$ cat config.mk
export PLATFORM = sky130hd
export DESIGN_NAME = hs32_execute
export DESIGN_NICKNAME = d
export VERILOG_FILES = /design/src/rtl/hs32_execute.sv
export SDC_FILE = /design/constraint.sdc
export NUM_CORES = 1
export LEC_CHECK = 0
export ABC_AREA = 1
export CELL_PAD_IN_SITES_DETAIL_PLACEMENT = 1
export CELL_PAD_IN_SITES_GLOBAL_PLACEMENT = 2
export CORE_MARGIN = 4
export CORE_UTILIZATION = 22
export DETAILED_ROUTE_END_ITERATION = 16
export GPL_TIMING_DRIVEN = 0
export HOLD_SLACK_MARGIN = 0.05
export PLACE_DENSITY = 0.85
export SLEW_MARGIN = 10
export SYNTH_ARGS = -nofsm -noshare
export SYNTH_HDL_FRONTEND = slang
export SYNTH_SLANG_ARGS = --single-unit
$ cat constraint.sdc
create_clock -name clk -period 4.5 [get_ports clk]
set_clock_uncertainty 0.1 [all_clocks]
set_input_delay 0.9 -clock clk [delete_from_list [all_inputs] [get_ports clk]]
set_output_delay 0.9 -clock clk [all_outputs]
set_load 0.05 [all_outputs]
$ cat src/rtl/hs32_execute.sv
// HS32 stage-3 execute: ALU, NZCV flags register and a single result register
// that feeds LSU/writeback and publishes forwarding/hazard info back to decode.

package hs32_pkg;

    typedef struct packed {
        logic [1:0] opr;   // 0 add, 1 and, 2 or, 3 xor
        logic       neg;   // invert operand B
        logic       sub;   // carry-in when cen is clear
        logic       cen;   // carry-in from the C flag
        logic       fwe;   // write NZCV
    } hs32_aluctl;

    typedef struct packed {
        logic [31:0] d1;
        logic [31:0] d2;
        logic        we1;
        logic        we2;
        logic [3:0]  rd;
        logic [31:0] store;
        logic        xud;
        logic        isldr;
        logic        isstr;
        hs32_aluctl  ctl;
        logic [1:0]  fwd;
    } hs32_s2pkt;

    typedef struct packed {
        logic [31:0] res;
        logic [3:0]  rd;
        logic        we1;
        logic        isldr;
        logic        isstr;
        logic        xud;
    } hs32_s3pkt;

    typedef struct packed {
        logic [3:0] rd;
        logic       vld;
        logic       lsu;
    } hs32_stall;

endpackage

module hs32_execute
    import hs32_pkg::*;
(
    input  logic        clk,
    input  logic        reset,
    input  logic        valid_i,
    input  hs32_s2pkt   data_i,
    input  logic [31:0] fwd_i,
    input  logic        stall_i,
    input  logic        flush_i,
    output logic        stall_o,
    output logic        valid_o,
    output hs32_s3pkt   data_o,
    output hs32_stall   s3_o,
    output logic [31:0] fwd_o,
    output logic [3:0]  flags_o
);

    // Handshake: an instruction is taken when valid_i && !stall_o && !flush_i;
    // a held result leaves when valid_q && !stall_i. Flush beats stall beats accept.

    logic        valid_q;
    logic [31:0] res_q;
    logic [3:0]  rd_q;
    logic        we1_q;
    logic        isldr_q;
    logic        isstr_q;
    logic        xud_q;
    logic [3:0]  flags_q;   // {N, Z, C, V}

    logic        accept;
    logic [31:0] opb;
    logic        cin;
    logic [32:0] sum;
    logic [31:0] alu_res;
    logic [3:0]  flags_nxt;

    // Decode's forwarding mux, store data and we2 are consumed elsewhere.
    logic unused_inputs;
    assign unused_inputs = ^{fwd_i, data_i.we2, data_i.store, data_i.fwd};

    assign stall_o = valid_q && stall_i;
    assign accept  = valid_i && !stall_o && !flush_i;

    always_comb begin
        opb     = data_i.ctl.neg ? ~data_i.d2 : data_i.d2;
        cin     = data_i.ctl.cen ? flags_q[1] : data_i.ctl.sub;
        sum     = {1'b0, data_i.d1} + {1'b0, opb} + {32'd0, cin};
        alu_res = sum[31:0];
        case (data_i.ctl.opr)
            2'd1:    alu_res = data_i.d1 & opb;
            2'd2:    alu_res = data_i.d1 | opb;
            2'd3:    alu_res = data_i.d1 ^ opb;
            default: alu_res = sum[31:0];
        endcase
    end

    // Logic ops keep C and V; only the adder produces carry and overflow.
    always_comb begin
        flags_nxt    = flags_q;
        flags_nxt[3] = alu_res[31];
        flags_nxt[2] = (alu_res == 32'd0);
        if (data_i.ctl.opr == 2'd0) begin
            flags_nxt[1] = sum[32];
            flags_nxt[0] = (data_i.d1[31] == opb[31]) && (sum[31] != data_i.d1[31]);
        end
    end

    always_ff @(posedge clk) begin
        if (reset) begin
            valid_q <= 1'b0;
            res_q   <= 32'd0;
            rd_q    <= 4'd0;
            we1_q   <= 1'b0;
            isldr_q <= 1'b0;
            isstr_q <= 1'b0;
            xud_q   <= 1'b0;
            flags_q <= 4'b0000;
        end else if (flush_i) begin
            valid_q <= 1'b0;
        end else if (accept) begin
            valid_q <= 1'b1;
            res_q   <= alu_res;
            rd_q    <= data_i.rd;
            we1_q   <= data_i.we1;
            isldr_q <= data_i.isldr;
            isstr_q <= data_i.isstr;
            xud_q   <= data_i.xud;
            if (data_i.ctl.fwe)
                flags_q <= flags_nxt;
        end else if (!stall_i) begin
            valid_q <= 1'b0;
        end
    end

    assign valid_o      = valid_q;
    assign data_o.res   = res_q;
    assign data_o.rd    = rd_q;
    assign data_o.we1   = we1_q && valid_q;
    assign data_o.isldr = isldr_q;
    assign data_o.isstr = isstr_q;
    assign data_o.xud   = xud_q;

    assign s3_o.rd  = rd_q;
    assign s3_o.vld = valid_q && we1_q;
    assign s3_o.lsu = isldr_q || isstr_q;

    assign fwd_o   = res_q;
    assign flags_o = flags_q;

endmodule

After elaboration in Yosys (flattened, before gate mapping)
Index checks and enable logic that the tools add are counted.

Logic and storage cells: 41. Register bits: 45. Output and inout bits: 84.

Reductions and logical operators: 14. Muxes and demuxes: 5. Bitwise gates (word level): 5. $add $sub $neg: 2. Equality and inequality tests: 6.

Operators by type and width (count): 32-bit case mux with 3 select lines (1); 32-bit by 32-bit adder with 33-bit output (1); 33-bit by 1-bit adder with 33-bit output (1); 32-bit AND (1); 32-bit zero test (1); 32-bit two-way mux (1); 32-bit inverter (1); 32-bit OR (1); 32-bit XOR (1); 1-bit logical AND (5); 2-bit == test (second input constant) (2); 4-bit AND reduction (1); 1-bit two-way mux (3); 3-bit AND reduction (1); 2-bit by 1-bit == test with 1-bit output (second input constant) (1); 1-bit zero test (2); 2-bit zero test (1); 2-bit by 1-bit inequality test with 1-bit output (second input constant) (1); 2-bit AND reduction (1); 2-bit OR reduction (1); 1-bit == test (1); 1-bit logical OR (1); 1-bit inequality test (1); 1-bit inverter (1).

Logic depth before layout (Yosys ltp)
Gate-level depths: netlist (run 1).

Depth in word-level cells: 6. Gate-level depth with buffers: 24. Gate-level depth less buffers: 22.

Worst setup path before layout (run 1)
OpenSTA, ideal clock, no wires.

Path kind: input port to flip-flop. From: in data_i[5] (netlist name). To: reg flags_q[2] (netlist: flags_o[2]). Stages: 22. Setup slack: 0.919 ns. Library setup time: 0.064 ns. Arrival: 3.417 ns. Path through: clkbuf_1 -> buf_1 -> xnor2_1 -> inv_1 -> fa_1 -> nand2_1 -> nand2_1 -> nand3_1 -> nand2_2 -> nand2_2 -> nand2_2 -> nand2_1 -> nand2_1 -> nand2_1 -> nand2_1 -> a21oi_1 -> nand2_1 -> nor2_1 -> nand2_1 -> nor2_1 -> nor2_1 -> nor2_1.

Longest elaborated chain between the ends: 5. Elaborated cells between the ends (all ways): 8. Those cells by class: 2 x add/sub; 2 x mux; 3 x bitwise; 1 x reduce/logical.

Ends and longest elaborated chain: start, declared (RTL line 51) `input hs32_s2pkt data_i,`; 32-bit two-way mux * (RTL line 90) `opb = data_i.ctl.neg ? ~data_i.d2 : data_i.d2;`; 32-bit by 32-bit adder with 33-bit output (RTL line 92) `sum = {1'b0, data_i.d1} + {1'b0, opb} + {32'd0, cin};`; 33-bit by 1-bit adder with 33-bit output (RTL line 92); 32-bit case mux with 3 select lines * (RTL line 94) `case (data_i.ctl.opr)`; 32-bit zero test * (RTL line 106) `flags_nxt[2] = (alu_res == 32'd0);`; end signal, assigned (RTL line 134) `flags_q <= flags_nxt;`; end, declared (RTL line 73) `logic [3:0] flags_q;`.

Mark *: on every way between the ends. The rest lies on a longest branch, timed or not. A chain may end at the register's enable or synchronous reset.

Worst setup path after layout (run 1)
From: in data_i[3] (netlist name). To: reg flags_q[2] (netlist: flags_o[2]).

Longest elaborated chain between the ends: 4.

Ends and longest elaborated chain: 1-bit two-way mux (RTL line 91) `cin = data_i.ctl.cen ? flags_q[1] : data_i.ctl.sub;`; 33-bit by 1-bit adder with 33-bit output (RTL line 92); 32-bit case mux with 3 select lines (RTL line 94); 32-bit zero test (RTL line 106).

No other way between the ends.

==> summary.md, run 1 <==
| Metric | Value |
|---|---|
| TritonCTS clock tree | `done` |
| Flops & latches, synth | `45` |
| Clock sink count | `45` |
| Maximum capacitance violations | `0` |
| EDFF count, synth | `0` |
| P_int | `1.09 mW` |
| H-tree Lvls | `2` |
| Switching power | `0.992 mW` |
| End of the worst hold path | `xud_q` |
| Power per Cell Area | `241 nW/um2` |
| Synth Warn # | `0` |
| Sequential Power Share | `0.217` |
| FFs w/ async S/R, synth | `0` |
| I/O Pins | `234` |
| P&R area growth vs syn | `35.5%` |
| Peak supply drop | `0.133 mV` |
| Sw frac | `0.477` |
| Cell mode on critical path | `nand2_1` |
| Leak Pwr | `4.53 nW` |
| Total number of vias | `7311` |
| I/O Buffers | `163` |
| Prevailing post-synth register cell | `dfxtp_1` |
| Number of placement rows | `61` |
| Synth Instances | `1108` |
| Synth top cells by count | `nand2_1, inv_1, nor2_1` |
| R2R Setup Slk | `1.15 ns` |
| R2R Path Start | `flags_o[1]` |
| Vias in the first global route | `7381` |
| Clock transition at the registers of the reported paths | `0.06 ns` |
| DP Cell Count | `1649` |
| Post-CTS setup buffer count | `0` |
| Total core area | `28200 um2` |
| Reg-to-Reg End | `flags_o[2]` |
| Synth top area share | `0.196` |
| Placed Area | `8460 um2` |
| Hold Crit Class | `reg -> reg` |
| WP data required | `4.62 ns` |
| 1st-iter DRT viols | `379` |
| Pre-CTS setup slack | `-0.263 ns` |
| Die width | `178 um` |
| GP Congestion | `0.860` |
| Max Clk Rate | `240 MHz` |
| Status | `completed` |
| Routed wire per std cell | `16.6 um` |
| Hold path depth | `2` |
| Layout Cells excl Fill | `1656` |
| Hold Slack | `0.386 ns` |
| Fin crit share | `0.926` |
| Final hold violations | `0` |
| Crit Path Max Fanout | `4` |
| Synth area leader | `nand2_1` |
| Die ar. | `31700 um2` |
| Tot Pwr | `2.08 mW` |
| DRC viols | `0` |
| Setup Viol. Count Final | `0` |
| Bufs and invs on worst path | `1` |
| Post-synthesis sequential area ratio | `0.142` |
| Post-synth cell types | `40` |
| Worst setup EP type | `register` |
| Setup WS post-layout | `0.334 ns` |
| Mapped Avg Cell Area | `5.74 um2` |
| Final instance area | `8620 um2` |
| Max incr delay on CP | `0.46 ns` |
| Total track usage | `0.170` |
| Final wirelength | `27500 um` |
| Crit path cell chain | `clkdlybuf4s50_1, mux2_2, fa_2, fa_1, nand2_1, nand2_1, nand3_1, nand2_2, nand2_2, nand2_2, nand2_1, nand2_1, nand2_1, nand2_1, nor2_1, nand2_1, nor2_1, nand3_1, nor2_1, nor2_1, nor2_1` |
| Clock share of power | `0.175` |
| Delay-heaviest family, CP | `simple AND/OR/NAND/NOR gates` |
| Min cycle time layout | `4.17 ns` |
| GRT Residual Overflow | `0` |
| Setup TNS Final | `0 ns` |
| Clk buf depth | `2` |
| Pins Over Slew Limit | `0` |
| CTS root buf | `clkbuf_16` |
| Layout cells sized above 1 | `0.0736` |
| Initial antenna violation count | `0` |
| Starting density of the core | `0.226` |
| Comb pwr share | `0.608` |
| Fill count | `3647` |
| Slew at the pin closest to its max-slew limit | `0.719 ns` |
| Inserted Diodes | `0` |
| Min-delay src | `xud_q` |
| Synthesized area | `6360 um2` |
| ANT nets after route | `0` |
| Largest cells by area after synthesis | `nand2_1, dfxtp_1, inv_1` |
| Largest net degree at the start of global routing | `13` |
| DR pass1 iterations | `5` |
| Final net count | `1494` |
| Final core occ | `0.306` |
| Synth Net Count | `1324` |
| CP Data Arrival Time | `4.28 ns` |
| Relative slew margins | `0.521` |
| Slowest cell on the critical path | `clkdlybuf4s50_1` |
| Hpwl dp | `23800 um` |
| Worst-Skew Late Latency | `0.28 ns` |
| RSZ-0062 raised after global routing | `no` |
| First-pass GRT wire length | `41900 um` |
| Top-count cell post-synth | `nand2_1` |
| CTS Buf Count | `5` |
| Worst r2r path cells | `20` |
| Height of the die | `178 um` |
| Setup CP Type | `in -> reg` |
| Avg Vias per Cell | `4.41` |
| Critical path launch point type | `input pin` |
cells in the final DEF (no fill, tap or decap), types with 4 or more instances in the layout:
| cell | instances |
|---|---|
| nand2_1 | 332 |
| buf_2 | 6 |
| nor2_1 | 86 |
| o2111ai_1 | 5 |
| a21oi_2 | 4 |
| o22ai_1 | 15 |
| ha_1 | 64 |
| buf_4 | 40 |
| clkbuf_1 | 13 |
| clkdlybuf4s50_1 | 163 |
| nand4_1 | 9 |
| clkbuf_16 | 5 |
| o21ai_0 | 42 |
| nand3_1 | 58 |
| xnor2_1 | 32 |
| a21oi_1 | 48 |
| buf_1 | 4 |
| a31oi_1 | 6 |
| dfxtp_1 | 45 |
| nor2_2 | 9 |
| nand2_2 | 9 |
| o211ai_1 | 12 |
| o221ai_1 | 9 |
| inv_1 | 225 |
area by class of cell:
type                            instances  area [um2]  area share
Sequential cell                        45         901       0.104
Tap cell                              378         473      0.0549
Multi-Input combinational cell        763        4160       0.482
Clock buffer                            7         143      0.0165
Timing Repair Buffer                  163        1630       0.189
Buffer                                 68         439      0.0509
Inverter                              232         876       0.102
layer usage:
layer | part of all wire | track usage | vias up
met4 | 0.014 | 0.0329 | 0
met3 | 0.067 | 0.0254 | 17
met5 | 0 | 0 | -
met1 | 0.45 | 0.220 | 3407
met2 | 0.47 | 0.300 | 177
li1 | - | - | 3710
worst max path at each step:
stage                   start         end  cells after the start
floorplan           data_i[5]  flags_o[2]                     22
global placement    data_i[5]  flags_o[2]                     18
CTS                 data_i[5]  flags_o[2]                     22
global route        data_i[3]  flags_o[2]                     21
detailed placement  data_i[5]  flags_o[2]                     22
finish              data_i[3]  flags_o[2]                     21
power groups by stage:
stage | registers [mW] | logic [mW] | clock network, mW
after floorplan | 0.538 | 0.745 | 0
after global placement | 0.460 | 1.24 | 0
after detailed placement | 0.461 | 1.26 | 0
after CTS | 0.453 | 1.26 | 0.373
after global routing | 0.456 | 1.40 | 0.385
final | 0.452 | 1.26 | 0.363
flip-flops by register name, summed over array words and instances, names as in the netlist:
signal   flops
rd_q         4
flags_o      4
fwd_o       32
we1_q        1
isldr_q      1
xud_q        1
valid_o      1
isstr_q      1
worst min-delay path: stages, from the launching register on:
cell,delay [ns]
dfxtp_1,0.33
nor2_1,0.05
nor2_1,0.08
cell families (layout without fill, tap and decap cells):
logic type / count (synthesis) / after routing / synth area share
flip-flops: 45 / 45 / 0.142
XOR/XNOR: 34 / 34 / 0.0468
buffers and inverters: 300 / 470 / 0.206
adder cells (fa/ha/maj): 66 / 66 / 0.132
multiplexers: 1 / 1 / 0.00177
AND/OR/NAND/NOR: 519 / 519 / 0.340
AO/OA/AOI/OAI: 143 / 143 / 0.132
repair_timing:
action	in CTS	in global routing
gates resized for setup	0	9
endpoints found under the setup margin	0	2
hold buffers	0	0
(Power assumes the default switching activity.)
==> inputs of run 2 (changes only) <==
--- a/config.mk
+++ b/config.mk
@@ -8,2 +8,3 @@
 export ABC_AREA = 1
+export ABC_CLOCK_PERIOD_IN_PS = 4500
 export CELL_PAD_IN_SITES_DETAIL_PLACEMENT = 1
==> constraint.sdc (replaced) <==
create_clock -name clk -period 4.5 [get_ports clk]
set_clock_uncertainty 0.1 [all_clocks]
set_input_delay 0.45 -clock clk [delete_from_list [all_inputs] [get_ports clk]]
set_output_delay 0.45 -clock clk [all_outputs]
set_load 0.05 [all_outputs]
==> run 2 against run 1 <==
  * Count of clock-buffer cells in the layout is the same
  * Sequential share of layout area about the same
  * Via count increased by 0.15%
  * Worst setup slack better by 0.17 ns
  * Register-to-register slack got worse by 0.19 ns
  * Critical path type unchanged
  * Combinational power about the same
==> summary.md, run 2 (synthesis results as in run 1) <==
| Metric | Value |
|---|---|
| Status | `completed (unchanged)` |
| Final net count | `1494 (unchanged)` |
| Post_cts resized | `0 (unchanged)` |
| Fin crit share | `0.889 (was 0.926)` |
| End of the worst hold path | `xud_q (unchanged)` |
| Switching power | `0.994 mW (was 0.992 mW)` |
| Post-CTS setup buffer count | `0 (unchanged)` |
| Max FFs per register | `32 (unchanged)` |
| Sw frac | `0.478 (was 0.477)` |
| TritonCTS clock tree | `done (unchanged)` |
| Number of placement rows | `61 (unchanged)` |
| Commonest non-fill, non-tap cell in the layout | `nand2_1 (unchanged)` |
| Clk buf depth | `2 (unchanged)` |
| Height of the die | `178 um (unchanged)` |
| Min-delay src | `xud_q (unchanged)` |
| CP Data Arrival Time | `4.12 ns (was 4.28 ns)` |
| DRC viols | `0 (unchanged)` |
| Worst setup EP type | `register (unchanged)` |
| Total core area | `28200 um2 (unchanged)` |
| RSZ-0062 raised after global routing | `no (unchanged)` |
| Final wirelength | `27500 um (about the same)` |
| DR pass1 iterations | `5 (unchanged)` |
| Total track usage | `0.170 (unchanged)` |
| Min cycle time layout | `4.00 ns (was 4.17 ns)` |
| Setup CP Type | `in -> reg (unchanged)` |
| ANT nets after route | `0 (unchanged)` |
| Maximum capacitance violations | `0 (unchanged)` |
| R2R Path Start | `flags_o[1] (unchanged)` |
| Clock share of power | `0.175 (about the same)` |
| Pins Over Slew Limit | `0 (unchanged)` |
| Total number of vias | `7322 (was 7311)` |
| Die width | `178 um (unchanged)` |
| Fill count | `3647 (unchanged)` |
| Die ar. | `31700 um2 (unchanged)` |
| Inserted Diodes | `0 (unchanged)` |
| Setup Viol. Count Final | `0 (unchanged)` |
| GP Congestion | `0.860 (unchanged)` |
| Worst r2r path cells | `18 (was 20)` |
| Max Clk Rate | `250 MHz (was 240 MHz)` |
| Comb pwr share | `0.607 (was 0.608)` |
| WP data required | `4.62 ns (about the same)` |
| Relative slew margins | `0.316 (was 0.521)` |
| Hold path depth | `2 (unchanged)` |
| Reg-to-Reg End | `flags_o[2] (unchanged)` |
| Clock sink count | `45 (unchanged)` |
| R2R Setup Slk | `0.96 ns (was 1.15 ns)` |
| Vias in the first global route | `7381 (unchanged)` |
| Routed wire per std cell | `16.6 um (about the same)` |
| Peak supply drop | `0.134 mV (was 0.133 mV)` |
| CTS root buf | `clkbuf_16 (unchanged)` |
| Critical path launch point type | `input pin (unchanged)` |
| Worst-Skew Late Latency | `0.28 ns (about the same)` |
| GRT Residual Overflow | `0 (unchanged)` |
| P&R area growth vs syn | `35.3% (was 35.5%)` |
| Slew at the pin closest to its max-slew limit | `1.03 ns (was 0.719 ns)` |
| H-tree Lvls | `2 (unchanged)` |
| Initial antenna violation count | `0 (unchanged)` |
| P_int | `1.09 mW (about the same)` |
| Avg Vias per Cell | `4.42 (was 4.41)` |
| Leak Pwr | `4.52 nW (was 4.53 nW)` |
| I/O Pins | `234 (unchanged)` |
| Clock transition at the registers of the reported paths | `0.06 ns (about the same)` |
| Power per Cell Area | `242 nW/um2 (was 241 nW/um2)` |
| Setup WS post-layout | `0.501 ns (was 0.334 ns)` |
| Largest net degree at the start of global routing | `13 (unchanged)` |
| Sequential Power Share | `0.217 (about the same)` |
| Final hold violations | `0 (unchanged)` |
| Crit Path Max Fanout | `10 (was 4)` |
| Setup TNS Final | `0 ns (unchanged)` |
| CTS Buf Count | `5 (unchanged)` |
| Layout cells sized above 1 | `0.0689 (was 0.0736)` |
| First-pass GRT wire length | `41900 um (unchanged)` |
| I/O Buffers | `163 (unchanged)` |
| Starting density of the core | `0.226 (unchanged)` |
| Hpwl dp | `23800 um (unchanged)` |
| Hold Crit Class | `reg -> reg (unchanged)` |
| Most frequent cells in the layout | `nand2_1, inv_1, clkdlybuf4s50_1, nor2_1, ha_1 (unchanged)` |
| Hold Buf Count CTS | `0 (unchanged)` |
| 1st-iter DRT viols | `386 (was 379)` |
| Pre-CTS setup slack | `0.187 ns (was -0.263 ns)` |
-- run 2: cell types whose count changed in the layout (fill, tap and decap cells not counted), sizes merged --
cell,previous run,this run
buf,53,56
clkbuf,22,19
-- run 2: per-layer routing --
metal,vias up,wire length (um),global-route usage,part of all wire
li1,3714,-,-,-
met1,3405,12500,0.220,0.45
met2,184,12900,0.300,0.47
met3,19,1740,0.0254,0.063
met4,0,408,0.0329,0.015
met5,-,0,0,0
-- run 2: worst max-delay path by stage --
stage / start / slack [ns] / endpoint / depth (start not counted)
detailed placement: data_i[5] / 0.19 / flags_o[2] / 22
floorplan: data_i[5] / 1.37 / flags_o[2] / 22
global placement: data_i[5] / 0.27 / flags_o[2] / 18
finish: data_i[5] / 0.50 / flags_o[2] / 18
global route: data_i[5] / 0.10 / flags_o[2] / 18
CTS: data_i[5] / 0.48 / flags_o[2] / 22
-- run 2: layout make-up --
cell class | count | area, um2 | area share
multi-input cells | 763 | 4150 | 0.482
inverters | 232 | 876 | 0.102
flip-flops and latches | 45 | 901 | 0.105
clock buffers | 7 | 143 | 0.0166
repair buffers | 163 | 1630 | 0.190
plain buffers | 68 | 435 | 0.0506
well taps | 378 | 473 | 0.0549
-- run 2: metrics by stage --
stage | cell area, um2 | total power [mW] | instances | utilization | hold slack (ns)
detailed placement | 8460 | 1.72 | 1649 | 0.301 | 0.375
CTS | 8610 | 2.09 | 1656 | 0.306 | 0.389
finish | 8610 | 2.08 | 1656 | 0.306 | 0.386
global route | 8610 | 2.23 | 1656 | 0.306 | 0.419
floorplan | 6360 | 1.28 | 1108 | - | 0.355
global placement | 8460 | 1.70 | 1649 | 0.301 | 0.370
-- run 2: critical path: stages --
cell and delay (ns):
clkbuf_1 0.22, buf_1 0.76, xnor2_1 0.29, ha_1 0.46, nand2_1 0.13, nor2_2 0.17, inv_1 0.05, nor2_1 0.24
nand3b_1 0.21, nand4_1 0.14, nand2_1 0.06, a21oi_1 0.37, nand2_1 0.10, nor2_1 0.12, nand3_1 0.07, nor2_1 0.13
nor2_1 0.05, nor2_1 0.08
-- run 2: power by group through the flow --
stage | Combinational, mW | Sequential (mW) | Clock (mW)
2_1_floorplan | 0.745 | 0.538 | 0
3_3_place_gp | 1.24 | 0.460 | 0
3_5_place_dp | 1.26 | 0.461 | 0
4_1_cts | 1.26 | 0.453 | 0.373
5_1_grt | 1.39 | 0.456 | 0.385
6_report | 1.26 | 0.452 | 0.364
